File: src/rtl/shift_len_ctrl_pkg.sv
// shift_len_pkg: shared width, state encoding and wrap/saturate step for shift_len_ctrl (SHIFT_LEN_SAT_EN selects saturation)
package shift_len_pkg;
  localparam int MAX_LEN_DEF = 15;
  localparam int LEN_W = $clog2(MAX_LEN_DEF + 1);
  localparam logic [1:0] MAN_IDLE = 2'b00;
  localparam logic [1:0] MAN_PEND = 2'b01;
  localparam logic [1:0] SWP_WAIT = 2'b10;
  localparam logic [1:0] SWP_PEND = 2'b11;
  function automatic logic [LEN_W-1:0] step_len(input logic [LEN_W-1:0] v, input logic up, input logic [LEN_W-1:0] mx);
`ifdef SHIFT_LEN_SAT_EN
    return up ? ((v == mx) ? mx : v + 1'b1) : ((v == '0) ? '0 : v - 1'b1);
`else
    return up ? ((v == mx) ? '0 : v + 1'b1) : ((v == '0) ? mx : v - 1'b1);
`endif
  endfunction
endpackage

File: src/rtl/shift_len_ctrl_btn_debounce.sv
// btn_debounce: 2-flop synchronizer, stability counter and one-cycle press pulse on accepted rising edge
module btn_debounce #(
  parameter int DEBOUNCE_CYC = 120000
) (
  input  logic ext_clk,
  input  logic rst,
  input  logic btn,
  output logic press
);
  localparam int CW = $clog2(DEBOUNCE_CYC + 1);
  logic [1:0] sync;
  logic db, acc;
  logic [CW-1:0] cnt;
  assign acc = (sync[1] != db) && (cnt == CW'(DEBOUNCE_CYC - 1));
  always_ff @(posedge ext_clk) begin
    if (rst) begin
      sync  <= '0;
      db    <= 1'b0;
      cnt   <= '0;
      press <= 1'b0;
    end else begin
      sync  <= {sync[0], btn};
      cnt   <= (sync[1] != db && !acc) ? cnt + 1'b1 : '0;
      db    <= acc ? sync[1] : db;
      press <= acc && sync[1];
    end
  end
endmodule

File: src/rtl/shift_len_ctrl.sv
// shift_len_ctrl: button/sweep delay-length controller committing at frame_sync or timeout (SHIFT_LEN_SAT_EN: saturate and bounce)
module shift_len_ctrl
  import shift_len_pkg::*;
#(
  parameter int MAX_LEN      = MAX_LEN_DEF,
  parameter int DEBOUNCE_CYC = 120000,
  parameter int SWEEP_CYC    = 12000000,
  parameter int TIMEOUT_CYC  = 1200000
) (
  input  logic             ext_clk,
  input  logic             rst,
  input  logic             btn_up,
  input  logic             btn_dn,
  input  logic             btn_mode,
  input  logic             frame_sync,
  output logic [LEN_W-1:0] len,
  output logic             len_upd,
  output logic             pending,
  output logic             sweep_mode,
  output logic             timeout_pulse
);
  localparam int SW_W = $clog2(SWEEP_CYC + 1);
  localparam int TO_W = $clog2(TIMEOUT_CYC + 1);
  localparam logic [LEN_W-1:0] MX = LEN_W'(MAX_LEN);
  logic up_p, dn_p, mode_p;
  logic [1:0] st, st_n;
  logic [LEN_W-1:0] target, target_n;
  logic [SW_W-1:0] scnt;
  logic [TO_W-1:0] tcnt;
  logic tmo, commit, tick, mode_n, pend_n, sw_up;
  btn_debounce #(.DEBOUNCE_CYC(DEBOUNCE_CYC)) u_up   (.ext_clk, .rst, .btn(btn_up),   .press(up_p));
  btn_debounce #(.DEBOUNCE_CYC(DEBOUNCE_CYC)) u_dn   (.ext_clk, .rst, .btn(btn_dn),   .press(dn_p));
  btn_debounce #(.DEBOUNCE_CYC(DEBOUNCE_CYC)) u_mode (.ext_clk, .rst, .btn(btn_mode), .press(mode_p));
  assign sweep_mode = st[1];
  assign pending    = st[0];
`ifdef SHIFT_LEN_SAT_EN
  logic dir;
  assign sw_up = (target == MX) ? 1'b0 : (target == '0) ? 1'b1 : dir;
  always_ff @(posedge ext_clk) begin
    if (rst) dir <= 1'b1;
    else if (tick) dir <= sw_up;
  end
`else
  assign sw_up = 1'b1;
`endif
  always_comb begin
    tmo      = pending && (tcnt == TO_W'(TIMEOUT_CYC - 1));
    commit   = frame_sync || tmo;
    tick     = sweep_mode && (scnt == SW_W'(SWEEP_CYC - 1));
    mode_n   = sweep_mode ^ mode_p;
    target_n = sweep_mode ? (tick ? step_len(target, sw_up, MX) : target)
                          : ((up_p != dn_p) ? step_len(target, up_p, MX) : target);
    pend_n   = target_n != (commit ? target : len);
    st_n     = mode_n ? (pend_n ? SWP_PEND : SWP_WAIT) : (pend_n ? MAN_PEND : MAN_IDLE);
  end
  always_ff @(posedge ext_clk) begin
    if (rst) begin
      st            <= MAN_IDLE;
      target        <= '0;
      len           <= '0;
      len_upd       <= 1'b0;
      timeout_pulse <= 1'b0;
      scnt          <= '0;
      tcnt          <= '0;
    end else begin
      st            <= st_n;
      target        <= target_n;
      len           <= commit ? target : len;
      len_upd       <= commit && (target != len);
      timeout_pulse <= tmo;
      scnt          <= (!sweep_mode || tick) ? '0 : scnt + 1'b1;
      tcnt          <= (commit || !pending) ? '0 : tcnt + 1'b1;
    end
  end
endmodule

File: config.mk
export PLATFORM = sky130hd
export DESIGN_NAME = shift_len_ctrl
export DESIGN_NICKNAME = d
export VERILOG_FILES = /design/src/rtl/shift_len_ctrl_pkg.sv /design/src/rtl/shift_len_ctrl_btn_debounce.sv /design/src/rtl/shift_len_ctrl.sv
export SDC_FILE = /design/constraint.sdc
export NUM_CORES = 1
export LEC_CHECK = 0
export CAP_MARGIN = 15
export CORE_MARGIN = 8
export CORE_UTILIZATION = 57
export DETAILED_ROUTE_END_ITERATION = 8
export PLACE_DENSITY = 0.74
export SLEW_MARGIN = 5
export SYNTH_ARGS = -nofsm -noshare
export SYNTH_HDL_FRONTEND = slang
export SYNTH_SLANG_ARGS = --single-unit
File: constraint.sdc
create_clock -name ext_clk -period 3.5 [get_ports ext_clk]
set_input_delay 0.7 -clock ext_clk [delete_from_list [all_inputs] [get_ports ext_clk]]
set_output_delay 0.7 -clock ext_clk [all_outputs]
set_load 0.05 [all_outputs]
== Yosys cells after proc, flatten, opt, wreduce, memory -nomap -nowiden ==
Index checks and enable logic that the tools add are counted.

* Output and inout bits: 8
* Bits in registers: 120
* Input port bits: 6

* Add/sub/neg operators: 7
* Bitwise logic cells: 4
* Reduce and logical (&&, ||, !) cells: 26
* Equality and inequality tests: 12
* Muxes and demuxes: 10

{| class="wikitable"
|+ Operator list
! kind !! count
|-
| $add A17 B1 Y17 const B || 3
|-
| $eq A17 B17 Y1 const B || 3
|-
| $mux W4 || 7
|-
| $add A24 B1 Y24 const B || 1
|-
| $eq A24 B24 Y1 const B || 1
|-
| $add A21 B1 Y21 const B || 1
|-
| $eq A21 B21 Y1 const B || 1
|-
| $logic_and A1 B1 Y1 || 12
|-
| $reduce_or A2 Y1 || 5
|-
| $ne A4 B4 Y1 || 2
|-
| $logic_not A1 Y1 || 5
|-
| $add A4 B1 Y4 const B || 1
|-
| $eq A4 B4 Y1 const B || 1
|-
| $logic_not A4 Y1 || 1
|-
| $ne A1 B1 Y1 || 4
|-
| $sub A4 B1 Y4 const B || 1
|-
| $logic_or A1 B1 Y1 || 3
|-
| $not A1 Y1 || 3
|-
| $mux W1 || 2
|-
| $mux W2 || 1
|-
| $xor A1 B1 Y1 || 1
|}

== Depth between registers and ports, before layout ==
Gate-level depths: netlist of run 1.

* Word-level depth: 8
* Depth in mapped cells: 10

== Modules after synthesis ==
A second synthesis of run 1 with hierarchy kept.

* Cell total of the unflattened synthesis: 603
* Area total of the unflattened synthesis: 5525.3 um^2

{| class="wikitable"
|+ By module, submodules not included
! module !! times used !! cells each !! area an instance (um^2) !! sequential area each (um^2)
|-
| btn_debounce || 3 || 98 || 960.9 || 420.4
|-
| shift_len_ctrl || 1 || 309 || 2642.5 || 1141.1
|}

== Worst setup path before layout of run 1 ==
OpenSTA, ideal clock, no wires.

* Kind: register to register
* From: register scnt[8]
* To: register st[0]
* Clock period less this slack: 2.201 ns
* Data required time: 3.367 ns
* Arrival time: 2.067 ns
* Slack: 1.299 ns
* Buffers on the path: 1
* Cell stages (with the launch flop): 9
* Cells stage by stage: dfxtp_1 -> buf_6 -> or4b_4 -> nor4b_2 -> and3_2 -> mux2_1 -> a21oi_2 -> xnor2_1 -> a41oi_2

* Word-level cells in the longest chain between the ends: 7
* Elaborated cells on any way between the ends: 8
* Those cells by class: eq/ne: 2; mux: 5; reduce/logical: 1

{| class="wikitable"
|+ RTL lines
! item !! RTL line !! RTL
|-
| start: declaration || shift_len_ctrl.sv:28 || <nowiki>logic [SW_W-1:0] scnt;</nowiki>
|-
| start signal: assignment || shift_len_ctrl.sv:71 || <nowiki>scnt <= (!sweep_mode || tick) ? '0 : scnt + 1'b1;</nowiki>
|-
| $eq A24 B24 Y1 (*) || shift_len_ctrl.sv:49 || <nowiki>tick = sweep_mode && (scnt == SW_W'(SWEEP_CYC - 1));</nowiki>
|-
| $logic_and A1 B1 Y1 (*) || shift_len_ctrl.sv:49 ||
|-
| $mux W4 (*) (2 in series) || shift_len_ctrl.sv:51 || <nowiki>target_n = sweep_mode ? (tick ? step_len(target, sw_up, MX) : target)</nowiki>
|-
| $ne A4 B4 Y1 (*) || shift_len_ctrl.sv:53 || <nowiki>pend_n = target_n != (commit ? target : len);</nowiki>
|-
| $mux W1 || shift_len_ctrl.sv:54 || <nowiki>st_n = mode_n ? (pend_n ? SWP_PEND : SWP_WAIT) : (pend_n ? MAN_PEND : MAN_IDLE);</nowiki>
|-
| $mux W2 (*) || shift_len_ctrl.sv:54 ||
|-
| end signal: assignment || shift_len_ctrl.sv:66 || <nowiki>st <= st_n;</nowiki>
|-
| end: declaration || shift_len_ctrl.sv:26 || <nowiki>logic [1:0] st, st_n;</nowiki>
|}

Every way passes the cells marked *; elsewhere a longest branch is shown, timed or not.
A chain may end at the register's enable or synchronous reset.

== Worst setup path in the final report of run 1 ==
* From: register len[0]
* To: output port len[0]

{| class="wikitable"
|+ RTL lines
! item !! RTL line !! RTL
|-
| start: declaration || shift_len_ctrl.sv:16 || <nowiki>output logic [LEN_W-1:0] len,</nowiki>
|-
| start signal: assignment || shift_len_ctrl.sv:68 || <nowiki>len <= commit ? target : len;</nowiki>
|}

No word-level cell between the ends.

==> metrics.yaml, run 1 <==
core_sq_mm: 0.00906
rsz0062_at_grt: "false"
path_cells: "clkdlybuf4s50_1"
top_level_ports: 14
critPathSlowestCell: "clkdlybuf4s50_1"
end_kind: "output port"
path_max_fanout: 3
hp-class: "reg2reg"
nNetsFinal: 623
wl_um: 9470
worst_r2r_startpoint: "scnt[14]"
clk_pin_slew_ns: 0.06
p_leak_nw: 2.04
setup_viol_count_final: 0
fmax_ghz: 0.407
avgViaCountPerCell: 5.34
syn_area_sq_mm: 0.00525
synth_flop_cell: "dfxtp_1"
diodes: 0
grt_pass1_vias: 3744
drv_cap: 0
syn_avg_cell_area_sq_um: 8.86
post_drt_wl_per_cell_um: 12.9
numCtsBuffers: 17
die_area_sq_mm: 0.0125
postCtsSetupRepairBufs: 0
worstMarginPinSlew_ns: 0.634
cp.depth: 1
ys_warn_count: 0
finalNonFillerCells: 733
portBuffers: 13
clkLatencyLatePin_ns: 0.51
synth_edf_count: 0
route.detailed.drc: 0
ys_ff_latch: 120
globalplace.congestion: 0.831
drtIter0Drc: 176
fillers: 716
clkSinkCount: 120
hold_path_end: "u_up.sync[1]"
ant_nets: 0
dr.pass1.iters: 4
slew_violations: 0
final.setup.tns_ns: 0
grt_max_degree: 25
crit_family: "buffers and inverters"
initial_core_util: 0.579
area_growth_pct: 14.4
reg2reg_depth: 7
powerDensity_mw_per_mm2: 528
fin_crit_sh: 0.702
r2r_slack_ns: 1.11
hold_viol: 0
hpwl_um: 6320
fin_crit_ns: 2.46
startpoint_type: "register"
cts_buffer_depth: 2
mappedNetlistNets: 605
hold_buffers: 0
hold_path_startpoint: "u_up.sync[0]"
htree_levels: 4
rows: 35
slew_headroom: 0.577
synth_seq_area_share: 0.458
crit_required_ns: 2.80
grt.total_usage: 0.158
hold_depth: 1
async_flop_share: 0
status: "finished, final reports clean"
fin_skew_ns: 0.00609
root_buffer: "clkbuf_8"
grt_first_pass_wirelength_um: 16300
crit_type: "reg2out"
r2r-end: "st[0]"
critPathArrivalTime_ns: 1.76
cts.repair.resized: 0
synthCells: 592
irDropWorstVdd_uv: 368
grt_antenna_before_repair: 0
worst-path-buf-inv: 1
slowest_delay_ns: 0.84
tritoncts: "built"
vias: 3915
drive_above_1_share: 0.0691
dp_cells: 702
yosys.cell_types.count: 54
dieHeight_um: 112
grt_overflow_total: 0
dieWidth_um: 112
==> synth_stat cells (2+ instances only) <==
| cell type | n | area (sq um) |
|---|---|---|
| a21oi_1 | 11 | 55.1 |
| a31oi_1 | 3 | 18.8 |
| and2_1 | 2 | 12.5 |
| and3_1 | 19 | 119 |
| and4_1 | 3 | 26.3 |
| buf_6 | 5 | 56.3 |
| clkbuf_1 | 13 | 48.8 |
| dfxtp_1 | 120 | 2400 |
| ha_1 | 7 | 87.6 |
| inv_1 | 15 | 56.3 |
| mux2i_1 | 4 | 40.0 |
| nand2_1 | 35 | 131 |
| nand2b_1 | 2 | 12.5 |
| nand3_1 | 40 | 200 |
| nand3b_1 | 2 | 15.0 |
| nand4_1 | 12 | 75.1 |
| nand4b_1 | 4 | 35.0 |
| nor2_1 | 133 | 499 |
| nor2b_1 | 7 | 43.8 |
| nor3_1 | 6 | 30.0 |
| nor3b_1 | 2 | 15.0 |
| nor4_1 | 8 | 50.1 |
| nor4b_1 | 4 | 35.0 |
| o21ai_0 | 6 | 30.0 |
| or3_1 | 6 | 37.5 |
| or4b_1 | 2 | 20.0 |
| xnor2_1 | 45 | 394 |
| xor2_1 | 50 | 438 |
==> metrics by stage <==
step / setup slack (ns) / power, W / utilization / hold WS (ns) / cell area [sq um]
3_3_place_gp: 1.09 / 0.00156 / 0.600 / 0.423 / 5440
2_1_floorplan: 1.30 / 0.00152 / - / 0.414 / 5250
5_1_grt: 0.953 / 0.00327 / 0.662 / 0.465 / 6000
3_5_place_dp: 0.984 / 0.00156 / 0.600 / 0.426 / 5440
4_1_cts: 1.03 / 0.00320 / 0.662 / 0.446 / 6000
6_report: 1.04 / 0.00317 / 0.662 / 0.443 / 6000
==> logic make-up (layout without fill, tap and decap cells) <==
kind of cell    Yosys count  in the layout  share of synthesized area
simple gates            298            298                      0.283
buf+inv                  33             63                     0.0308
flops                   120            120                      0.458
compound gates           34             34                     0.0432
mux                       5              5                    0.00978
xor+xnor                 95             95                      0.159
fa+ha+maj                 7              7                     0.0167
==> registers in the layout (all words and copies together), names as in the netlist <==
name	cells
len	4
len_upd	1
scnt	24
st	2
target	4
tcnt	21
timeout_pulse	1
u_dn.cnt	17
u_dn.db	1
u_dn.press	1
u_dn.sync	2
u_mode.cnt	17
u_mode.db	1
u_mode.press	1
u_mode.sync	2
u_up.cnt	17
u_up.db	1
u_up.press	1
u_up.sync	2
==> power breakdown <==
group | switching (W) | internal, W | total (W)
sequential | 0.0000185 | 0.00138 | 0.00140
clock | 0.000612 | 0.00103 | 0.00164
combinational | 0.0000791 | 0.0000523 | 0.000131
total | 0.000709 | 0.00246 | 0.00317
==> worst max path at each step <==
stage / to / slack [ns] / start
floorplan: st[0] / 1.30 / scnt[8]
global placement: u_mode.cnt[11] / 1.09 / rst
detailed placement: u_mode.cnt[12] / 0.98 / rst
CTS: len[0] / 1.03 / len[0]
global route: st[0] / 0.95 / tcnt[0]
finish: len[0] / 1.04 / len[0]
==> worst reg2reg max path, stage by stage (launching register included) <==
cell and delay [ns]:
dfxtp_1 0.35, or4b_4 0.55, nor4b_2 0.29, and3_2 0.26, mux2_1 0.35, a21oi_2 0.20, xnor2_1 0.16, a41oi_2 0.12
==> per-layer routing <==
layer | global-route usage | vias to the layer above | wire length [um]
met5 | 0 | - | 0
met4 | 0.0773 | 0 | 117
met3 | 0.0455 | 9 | 264
met2 | 0.263 | 40 | 4610
met1 | 0.183 | 1832 | 4480
li1 | - | 2034 | -
==> cell type report <==
type,count,area [sq um],area share
Multi-Input combinational cell,439,2680,0.447
Sequential cell,120,2400,0.400
Clock buffer,20,435,0.0726
Timing Repair Buffer,17,160,0.0267
Tap cell,111,139,0.0231
Clock inverter,11,125,0.0209
Inverter,15,56.3,0.00938
==> cell usage in the layout, fill, tap and decap left out, types with 13 or more instances in the layout <==
| cell type | synthesis | layout |
|---|---|---|
| clkdlybuf4s50_1 | 0 | 13 |
| nor2_1 | 133 | 133 |
| nand2_1 | 35 | 35 |
| xor2_1 | 50 | 50 |
| xnor2_1 | 45 | 45 |
| clkbuf_16 | 0 | 16 |
| nand3_1 | 40 | 40 |
| and3_1 | 19 | 19 |
| dfxtp_1 | 120 | 120 |
| inv_1 | 15 | 15 |
No activity file was read; power rests on OpenSTA's default activity.
==> inputs of run 2 (changes only) <==
clock period = 2.3 ns   (was 3.5 ns; I/O delays follow)
==> run 2 against run 1 <==
Setup slack worse by 1.0 ns. Power increased by 61%. Via count shrank 0.36%. Critical path type is now reg2reg. Cell count grew 1.1%. Sequential power grew 52%. Clock skew is 0.0078 ns higher.
==> metrics.yaml, run 2 (synthesis results as in run 1) <==
r2r-end: "st[0]"  # unchanged
grt_first_pass_wirelength_um: 16800  # was 16300 um
worst_r2r_startpoint: "scnt[14]"  # unchanged
clockPowerShare: 0.538  # was 0.517
hpwl_um: 6380  # was 6320 um
dr.pass1.iters: 5  # was 4
grt.total_usage: 0.162  # was 0.158
dieWidth_um: 112  # unchanged
irDropWorstVdd_uv: 474  # was 368 uV
post_drt_wl_per_cell_um: 13.0  # was 12.9 um
top_regs: "scnt: 24 flops, tcnt: 21 flops"  # unchanged
rsz0062_at_grt: "false"  # unchanged
clk_pin_slew_ns: 0.06  # about the same
layout_commonest_cell: "nor2_1"  # unchanged
dieHeight_um: 112  # unchanged
startpoint_type: "register"  # unchanged
ant_nets: 0  # unchanged
grt_max_degree: 31  # was 25
hold_viol: 0  # unchanged
nNetsFinal: 630  # was 623
diodes: 0  # unchanged
p_leak_nw: 2.11  # was 2.04 nW
route.detailed.drc: 0  # unchanged
slew_headroom: 0.615  # was 0.577
switching_share: 0.211  # was 0.224
internal_power_w: 0.00401  # was 0.00246 W
portBuffers: 13  # unchanged
combPwrFrac: 0.043  # was 0.041
die_area_sq_mm: 0.0125  # unchanged
r2r_slack_ns: 0.04  # was 1.11 ns
avgViaCountPerCell: 5.26  # was 5.34
final.setup.tns_ns: 0  # unchanged
vias: 3901  # was 3915
path_max_fanout: 3  # unchanged
grt_antenna_before_repair: 0  # unchanged
end_kind: "register"  # was output port
fin_skew_ns: 0.0139  # was 0.00609 ns
tritoncts: "built"  # unchanged
powerDensity_mw_per_mm2: 829  # was 528 mW/mm^2
hold_slack_ns: 0.432  # was 0.443 ns
top_register: "scnt"  # unchanged
crit_type: "reg2reg"  # was reg2out
setup.worst_path.start: "scnt[14]"  # was len[0]
critPathArrivalTime_ns: 2.63  # was 1.76 ns
cp-endpoint: "st[0]"  # was len[0]
grt_pass1_vias: 3835  # was 3744
numCtsBuffers: 17  # unchanged
drv_cap: 0  # unchanged
fin_crit_sh: 0.984
core_sq_mm: 0.00906  # unchanged
rows: 35  # unchanged
reg2reg_depth: 7  # unchanged
root_buffer: "clkbuf_8"  # unchanged
initial_core_util: 0.579  # unchanged
worstMarginPinSlew_ns: 0.578  # was 0.634 ns
layout_common_cells: "133 x nor2_1, 120 x dfxtp_1, 50 x xor2_1"  # unchanged
hp-class: "reg2reg"  # unchanged
clkLatencyLatePin_ns: 0.51  # about the same
wl_um: 9620  # was 9470 um
fmax_ghz: 0.442
globalplace.congestion: 0.838  # was 0.831
drtIter0Drc: 157  # was 176
setup_viol_count_final: 0  # unchanged
top_level_ports: 14  # unchanged
largest_register_ffs: 24  # unchanged
htree_levels: 4  # unchanged
seqPwrFrac: 0.418  # was 0.442
cts_buffer_depth: 2  # unchanged
status: "finished, final reports clean"  # unchanged
fin_crit_ns: 2.26
slew_violations: 0  # unchanged
drive_above_1_share: 0.0857  # was 0.0691
power_w: 0.00509  # was 0.00317 W
grt_overflow_total: 0  # unchanged
p_sw_w: 0.00108  # was 0.000709 W
crit_required_ns: 2.66  # was 2.80 ns
area_growth_pct: 17.0  # was 14.4%
clkSinkCount: 120  # unchanged
-- run 2: cell types whose count changed in the layout (fill, tap and decap cells not counted), sizes merged --
cell	previous run	this run
clkbuf	20	21
clkdlybuf4s50	13	12
bufinv	2	4
inv	16	15
clkinv	3	2
buf	4	12
-- run 2: worst min path at each step --
stage	startpoint	end	slack [ns]	cells after the start
6_report	u_dn.sync[0]	u_dn.sync[1]	0.43	1
5_1_grt	u_dn.sync[0]	u_dn.sync[1]	0.46	1
4_1_cts	u_dn.sync[0]	u_dn.sync[1]	0.44	1
3_5_place_dp	u_dn.sync[0]	u_dn.sync[1]	0.42	1
3_3_place_gp	u_mode.sync[0]	u_mode.sync[1]	0.42	1
2_1_floorplan	u_dn.sync[0]	u_dn.sync[1]	0.41	1
-- run 2: metrics by stage --
| step | utilization | std cells | setup WS, ns | cell area, sq um |
|---|---|---|---|---|
| floorplan | - | 592 | 0.0995 | 5250 |
| detailed placement | 0.606 | 708 | 0.0462 | 5500 |
| global route | 0.677 | 741 | 0.0143 | 6140 |
| global placement | 0.606 | 708 | 0.0940 | 5500 |
| finish | 0.677 | 741 | 0.0379 | 6140 |
| CTS | 0.675 | 740 | 0.00220 | 6120 |
-- run 2: repair_timing --
action                     CTS  global route
setup endpoints to repair    1             2
resized for setup            1             2
pin swaps                    0             1
buffers inserted             0             1
hold buffers                 0             0
-- run 2: worst max-delay path: stages (launching register included) --
cell and delay (ns):
dfxtp_1 0.31, or4b_4 0.54, nor4b_2 0.26, and3_4 0.23, mux2_1 0.33, a21oi_2 0.17, xnor2_1 0.15, a41oi_2 0.13
-- run 2: routing by layer --
metal  GRT usage  vias up  part of all wire
met1       0.191     1830              0.48
met2       0.273       34              0.49
met3      0.0525        2             0.025
met5           0        -                 0
li1            -     2035                 -
met4      0.0549        0            0.0034
-- run 2: power groups by stage --
stage | combinational (W) | clock, W | sequential [W]
4_1_cts | 0.000207 | 0.00280 | 0.00213
3_3_place_gp | 0.000200 | 0 | 0.00217
6_report | 0.000220 | 0.00274 | 0.00213
2_1_floorplan | 0.000125 | 0 | 0.00219
5_1_grt | 0.000239 | 0.00288 | 0.00213
3_5_place_dp | 0.000205 | 0 | 0.00217
-- run 2: area by class of cell --
cell class | count | area, sq um
multi-input combinational | 439 | 2700
tap | 111 | 139
clock buffer | 21 | 449
clock inverter | 11 | 171
sequential | 120 | 2400
inverter | 15 | 56.3
timing repair buffer | 24 | 223
fill | 737 | 2930
==> variant 1: new RTL, flow settings as in run 1 <==
Register the output `len` once more, cleared by the reset; this adds one clock of latency there. The other outputs are not delayed to match.
--- a/src/rtl/shift_len_ctrl.sv
+++ b/src/rtl/shift_len_ctrl.sv
@@ -24,2 +24,4 @@
   localparam logic [LEN_W-1:0] MX = LEN_W'(MAX_LEN);
+
+  logic [LEN_W-1:0] len_s0;
   logic up_p, dn_p, mode_p;
@@ -52,3 +54,3 @@
                           : ((up_p != dn_p) ? step_len(target, up_p, MX) : target);
-    pend_n   = target_n != (commit ? target : len);
+    pend_n   = target_n != (commit ? target : len_s0);
     st_n     = mode_n ? (pend_n ? SWP_PEND : SWP_WAIT) : (pend_n ? MAN_PEND : MAN_IDLE);
@@ -59,3 +61,3 @@
       target        <= '0;
-      len           <= '0;
+      len_s0        <= '0;
       len_upd       <= 1'b0;
@@ -67,4 +69,4 @@
       target        <= target_n;
-      len           <= commit ? target : len;
-      len_upd       <= commit && (target != len);
+      len_s0        <= commit ? target : len_s0;
+      len_upd       <= commit && (target != len_s0);
       timeout_pulse <= tmo;
@@ -74,2 +76,10 @@
   end
+  always_ff @(posedge ext_clk) begin
+    if (rst) begin
+      len <= '0;
+    end else begin
+      len <= len_s0;
+    end
+  end
+
 endmodule
Behaviour: same outputs for any inputs over 10 cycles, from zero or initial values and one cycle with rst high; that may be too few to reach the edited logic, so the function may still have changed.
==> variant 1 against run 1 <==
- worst hold slack worse by 0.0032 ns
- critical endpoint is now st[0]
- area after synthesis up 2.9%
- sequential cell count up 4
- wire length up 6.6%
- register-to-register slack worse by 0.39 ns
- design area up 3.8%
- critical path type is now reg2reg
- die area up 2.5%
- total power up 5.0%
- combinational power down 33%
- clock power up 9.8%
- setup slack worse by 0.33 ns
==> variant 1: results (changes against run 1) <==
The leakage power was 2.142 nW (+5.0%). The final RePlAce weighted congestion is 0.8100 (-2.6%). The overall via count from detail_route came out at 4109 (+5.0%).

The largest registers in the layout are scnt (24), tcnt (21). Sorting the synthesized cells by area gives the leading types as sky130_fd_sc_hd__dfxtp_1 46%, sky130_fd_sc_hd__nor2_1 9.1%, sky130_fd_sc_hd__xor2_1 8.9%, sky130_fd_sc_hd__xnor2_1 5.8%, sky130_fd_sc_hd__nand3_1 4.0%. The setup clock skew after layout is 0.005207 ns (-0.0008830 ns).

The worst relative slew slack is 48.34% (-9.4 points). The multi-input combinational cell count came out at 454 (+3.4%). The fraction of area in clock buffers and inverters is 9.962% (+0.62 points). The count of distinct cell types in the synthesized netlist was 56 (+3.7%). The area share of buffers outside the clock network is 2.571% (-0.098 points). For the worst-skew pair, the clock arrives at the later sink with an insertion delay of 0.52 ns.

The number of global-route vias before repair is 4044 (+8.0%). The average footprint of a synthesized cell is 8.834 um2 (-0.31%). The total global-route track usage was 16.79% (+0.98 points).

The number of buffers inserted during clock tree synthesis is 17 (unchanged). The register fraction of the total cell area was 39.85% (-0.19 points). The routed wire length came out at 10090 um (+6.6%). The power per standard cell area came out at 534.1 mW/mm2 (+1.1%). The final HPWL from detailed placement is 6590 um (+4.2%). The number of clock-tree buffers in the layout came out at 26 (+30%). The flow ran to the end, and the final reports show no timing, DRC or antenna violations. The final standard cell area without fillers is 0.006230 mm2 (+3.8%). The fraction of the yosys area taken by sequential cells came out at 45.99% (+0.20 points). The maximum VDD drop is 381.6 uV (+3.7%).

The fraction of final layout cells with drive strength greater than 1 is 6.750% (-0.16 points). The post-cts resize count is 0 (unchanged). The wire length of the first global-routing pass came out at 17680 um (+8.1%).

The instance count after placement with tap cells included came out at 717 (+2.1%). The instance area at placement is 0.005609 mm2 (+3.1%). The arrival time reported for the critical path endpoint was 3.17 ns (+1.41 ns). Counting instances in the post-synthesis netlist gives the leading cell types as 131 x sky130_fd_sc_hd__nor2_1, 124 x sky130_fd_sc_hd__dfxtp_1, 55 x sky130_fd_sc_hd__xor2_1, 43 x sky130_fd_sc_hd__nand3_1, 36 x sky130_fd_sc_hd__xnor2_1.

The average via count per standard cell came out at 5.493 (+2.9%). The multi-input logic portion of the cell area is 44.73% (about the same). The initial DRC count is 269 (+53%). The biggest fanout along the worst timing path is 9 (+6). The post-synthesis net count is 624 (+3.1%).

The fraction of power consumed by the clock network is 54.2% (+2.5 points). The combinational cell power is 0.0876 mW (-33%). The cell-internal power came out at 2.672 mW (+8.6%).

The layout net count is 638 (+2.4%). The pre-CTS setup slack came to 0.7246 ns (-0.2591 ns).
-- variant 1: cell count changes after synthesis, sizes merged, moves of 4 or more --
cell | run 1 | this run
xnor2 | 45 | 36
nor2b | 7 | 14
xor2 | 50 | 55
clkbuf | 13 | 17
dfxtp | 120 | 124
inv | 15 | 11
nor4 | 9 | 5
-- variant 1: path summary, 6_finish.rpt --
path	start	to	slack, ns	cells past startpoint
max	target[0]	st[0]	0.72	8
min	u_mode.sync[0]	u_mode.sync[1]	0.44	1
max reg2reg	target[0]	st[0]	0.72	8
min reg2reg	u_mode.sync[0]	u_mode.sync[1]	0.44	1
-- variant 1: kinds of logic (layout without fill, tap and decap cells) --
group / count (synthesis) / after routing / synth area share [%]
muxes: 5 / 5 / 0.9273
xor gates and xnor gates: 91 / 91 / 14.77
buffers and inverters: 33 / 59 / 2.388
and+or+nand+nor: 310 / 310 / 28.70
AOI/OAI and AO/OA: 41 / 41 / 5.610
adders and majority gates: 7 / 7 / 1.623
DFF: 124 / 124 / 45.99
-- variant 1: critical path: stages (launching register included) --
cell and delay [ns]:
sky130_fd_sc_hd__dfxtp_1 0.51, sky130_fd_sc_hd__inv_1 0.23, sky130_fd_sc_hd__ha_1 0.29, sky130_fd_sc_hd__a211oi_1 0.39, sky130_fd_sc_hd__a2111oi_4 0.13, sky130_fd_sc_hd__a2111oi_0 0.65, sky130_fd_sc_hd__nor4_2 0.09, sky130_fd_sc_hd__a22oi_1 0.23
sky130_fd_sc_hd__a41oi_1 0.13
-- variant 1: per-layer routing --
layer,up-vias,track usage [%],wire length (um)
met5,-,0,0
li1,2092,-,-
met1,1945,18.92,4616
met2,56,28.89,4991
met4,0,6.661,125
met3,16,5.272,360
==> variant 2: new RTL, flow settings as in run 1 <==
Made on the original files. Add a define of `SHIFT_LEN_SAT_EN`.
--- a/src/rtl/shift_len_ctrl_pkg.sv
+++ b/src/rtl/shift_len_ctrl_pkg.sv
@@ -1,2 +1,4 @@
 // shift_len_pkg: shared width, state encoding and wrap/saturate step for shift_len_ctrl (SHIFT_LEN_SAT_EN selects saturation)
+`define SHIFT_LEN_SAT_EN
+
 package shift_len_pkg;
Function: no difference found for any inputs over 10 cycles, from zero or initial values and one cycle with rst high; that may be too few to reach the edited logic, so the function may still have changed.
==> variant 2 against run 1 <==
- synthesized cell count increased by 3.7%
- critical path depth unchanged
- area after synthesis increased by 3.6%
- sequential cell count increased by 1
- wire length increased by 6.5%
- design area increased by 3.8%
- setup slack got worse by 0.24 ns
- non-clock buffer count decreased by 3
Power is not compared: it rests on default switching activity, and its combinational part moved more than twofold at a synthesized area within 25%.
==> variant 2: results (changes against run 1) <==
The total global-route track usage came out at 16.81% (+0.99 points). The area fraction in compound gates after synthesis came out at 4.786% (+0.47 points). The area share of buffers outside the clock network came out at 2.209% (-0.46 points). The multi-input logic portion of the cell area is 45.99% (+1.3 points).

The multi-input combinational cell count came out at 461 (+5.0%). The arrival time reported for the critical path endpoint came out at 2.00 ns (+0.24 ns). The biggest fanout along the worst timing path is 11 (+8).

The number of flip-flops and latches in the synthesized netlist came out at 121 (+0.83%). The final RePlAce weighted congestion came out at 0.8213 (-1.2%). The number of fill cells in the layout is 754 (+5.3%). The number of instances in the synthesized netlist is 614 (+3.7%).

The post-synthesis mux area share came out at 1.726% (+0.75 points). The count of distinct cell types in the synthesized netlist is 58 (+7.4%). The commonest cells after synthesis are 124 x sky130_fd_sc_hd__nor2_1, 121 x sky130_fd_sc_hd__dfxtp_1, 53 x sky130_fd_sc_hd__xor2_1, 43 x sky130_fd_sc_hd__xnor2_1, 41 x sky130_fd_sc_hd__nand3_1. The post-synthesis net count came out at 627 (+3.6%). The register fraction of the total cell area came out at 38.88% (-1.1 points).

The number of inverters outside the clock class in the layout is 13 (-2). The adder-cell share of the synthesized area came out at 1.611% (-0.059 points). The fraction of final layout cells with drive strength greater than 1 came out at 7.187% (+0.27 points). The fraction of area in clock buffers and inverters came out at 9.540% (+0.20 points). The slew of the pin with the lowest slew margin is 0.8078 ns (+0.1739 ns).

The routed wire length is 10080 um (+6.5%). The setup clock skew after layout is 0.01352 ns (+0.007427 ns). The initial DRC count is 227 (+29%). The fraction of the yosys area taken by sequential cells is 44.55% (-1.2 points).

The run finished with clean final reports. Sorting the synthesized cells by area gives the leading types as sky130_fd_sc_hd__dfxtp_1 45%, sky130_fd_sc_hd__nor2_1 8.6%, sky130_fd_sc_hd__xor2_1 8.5%, sky130_fd_sc_hd__xnor2_1 6.9%, sky130_fd_sc_hd__nand3_1 3.8%. The non-clock buffer total of the final layout came out at 14 (-3).

The wire length of the first global-routing pass came out at 17730 um (+8.5%). The pre-CTS setup slack came out at 0.9688 ns (-0.01491 ns). The area of the multi-input gates is 0.002865 mm2 (+6.8%). The layout net count is 641 (+2.9%). The XOR/XNOR share of the synthesized area was 15.46% (-0.40 points).

The overall via count from detail_route was 4144 (+5.8%).
[variant 2: final timing paths]
path                                    from      endpoint  slack [ns]  cells past startpoint
worst max-delay path                   st[1]    sweep_mode        0.80                      1
worst min-delay path            u_dn.sync[0]  u_dn.sync[1]        0.44                      1
worst max register to register     target[1]         st[0]        1.23                      8
worst min register to register  u_dn.sync[0]  u_dn.sync[1]        0.44                      1
[variant 2: worst reg2reg max path: cells and delay by family (launching register included)]
| kind | cells | cell delay [ns] |
|---|---|---|
| flops | 1 | 0.41 |
| simple gates | 2 | 0.68 |
| mux | 1 | 0.09 |
| xor+xnor | 1 | 0.14 |
| compound gates | 3 | 0.53 |
| fa+ha+maj | 1 | 0.33 |
[variant 2: metal layers]
metal,part of all wire [%],global-route usage (%),vias to the layer above,routed length [um]
li1,-,-,2106,-
met2,48,27.53,59,4856
met5,0,0,-,0
met4,0.90,6.306,0,91
met3,4.5,6.022,7,458
met1,46,19.72,1972,4672
[variant 2: cells by family (layout without fill, tap and decap cells)]
kind of cell / Yosys count / count (layout)
AO/OA/AOI/OAI: 39 / 39
XOR/XNOR: 96 / 96
adder cells (fa/ha/maj): 7 / 7
buffers and inverters: 32 / 58
flip-flops: 121 / 121
multiplexers: 8 / 8
AND/OR/NAND/NOR: 311 / 311
[variant 2: power by group through the flow]
stage / registers, mW / logic, mW / clock network, mW
4_1_cts: 1.39 / 0.0258 / 1.76
3_3_place_gp: 1.41 / 0.0248 / 0
2_1_floorplan: 1.41 / 0.0185 / 0
3_5_place_dp: 1.41 / 0.0257 / 0
5_1_grt: 1.39 / 0.0284 / 1.82
6_report: 1.39 / 0.0253 / 1.71
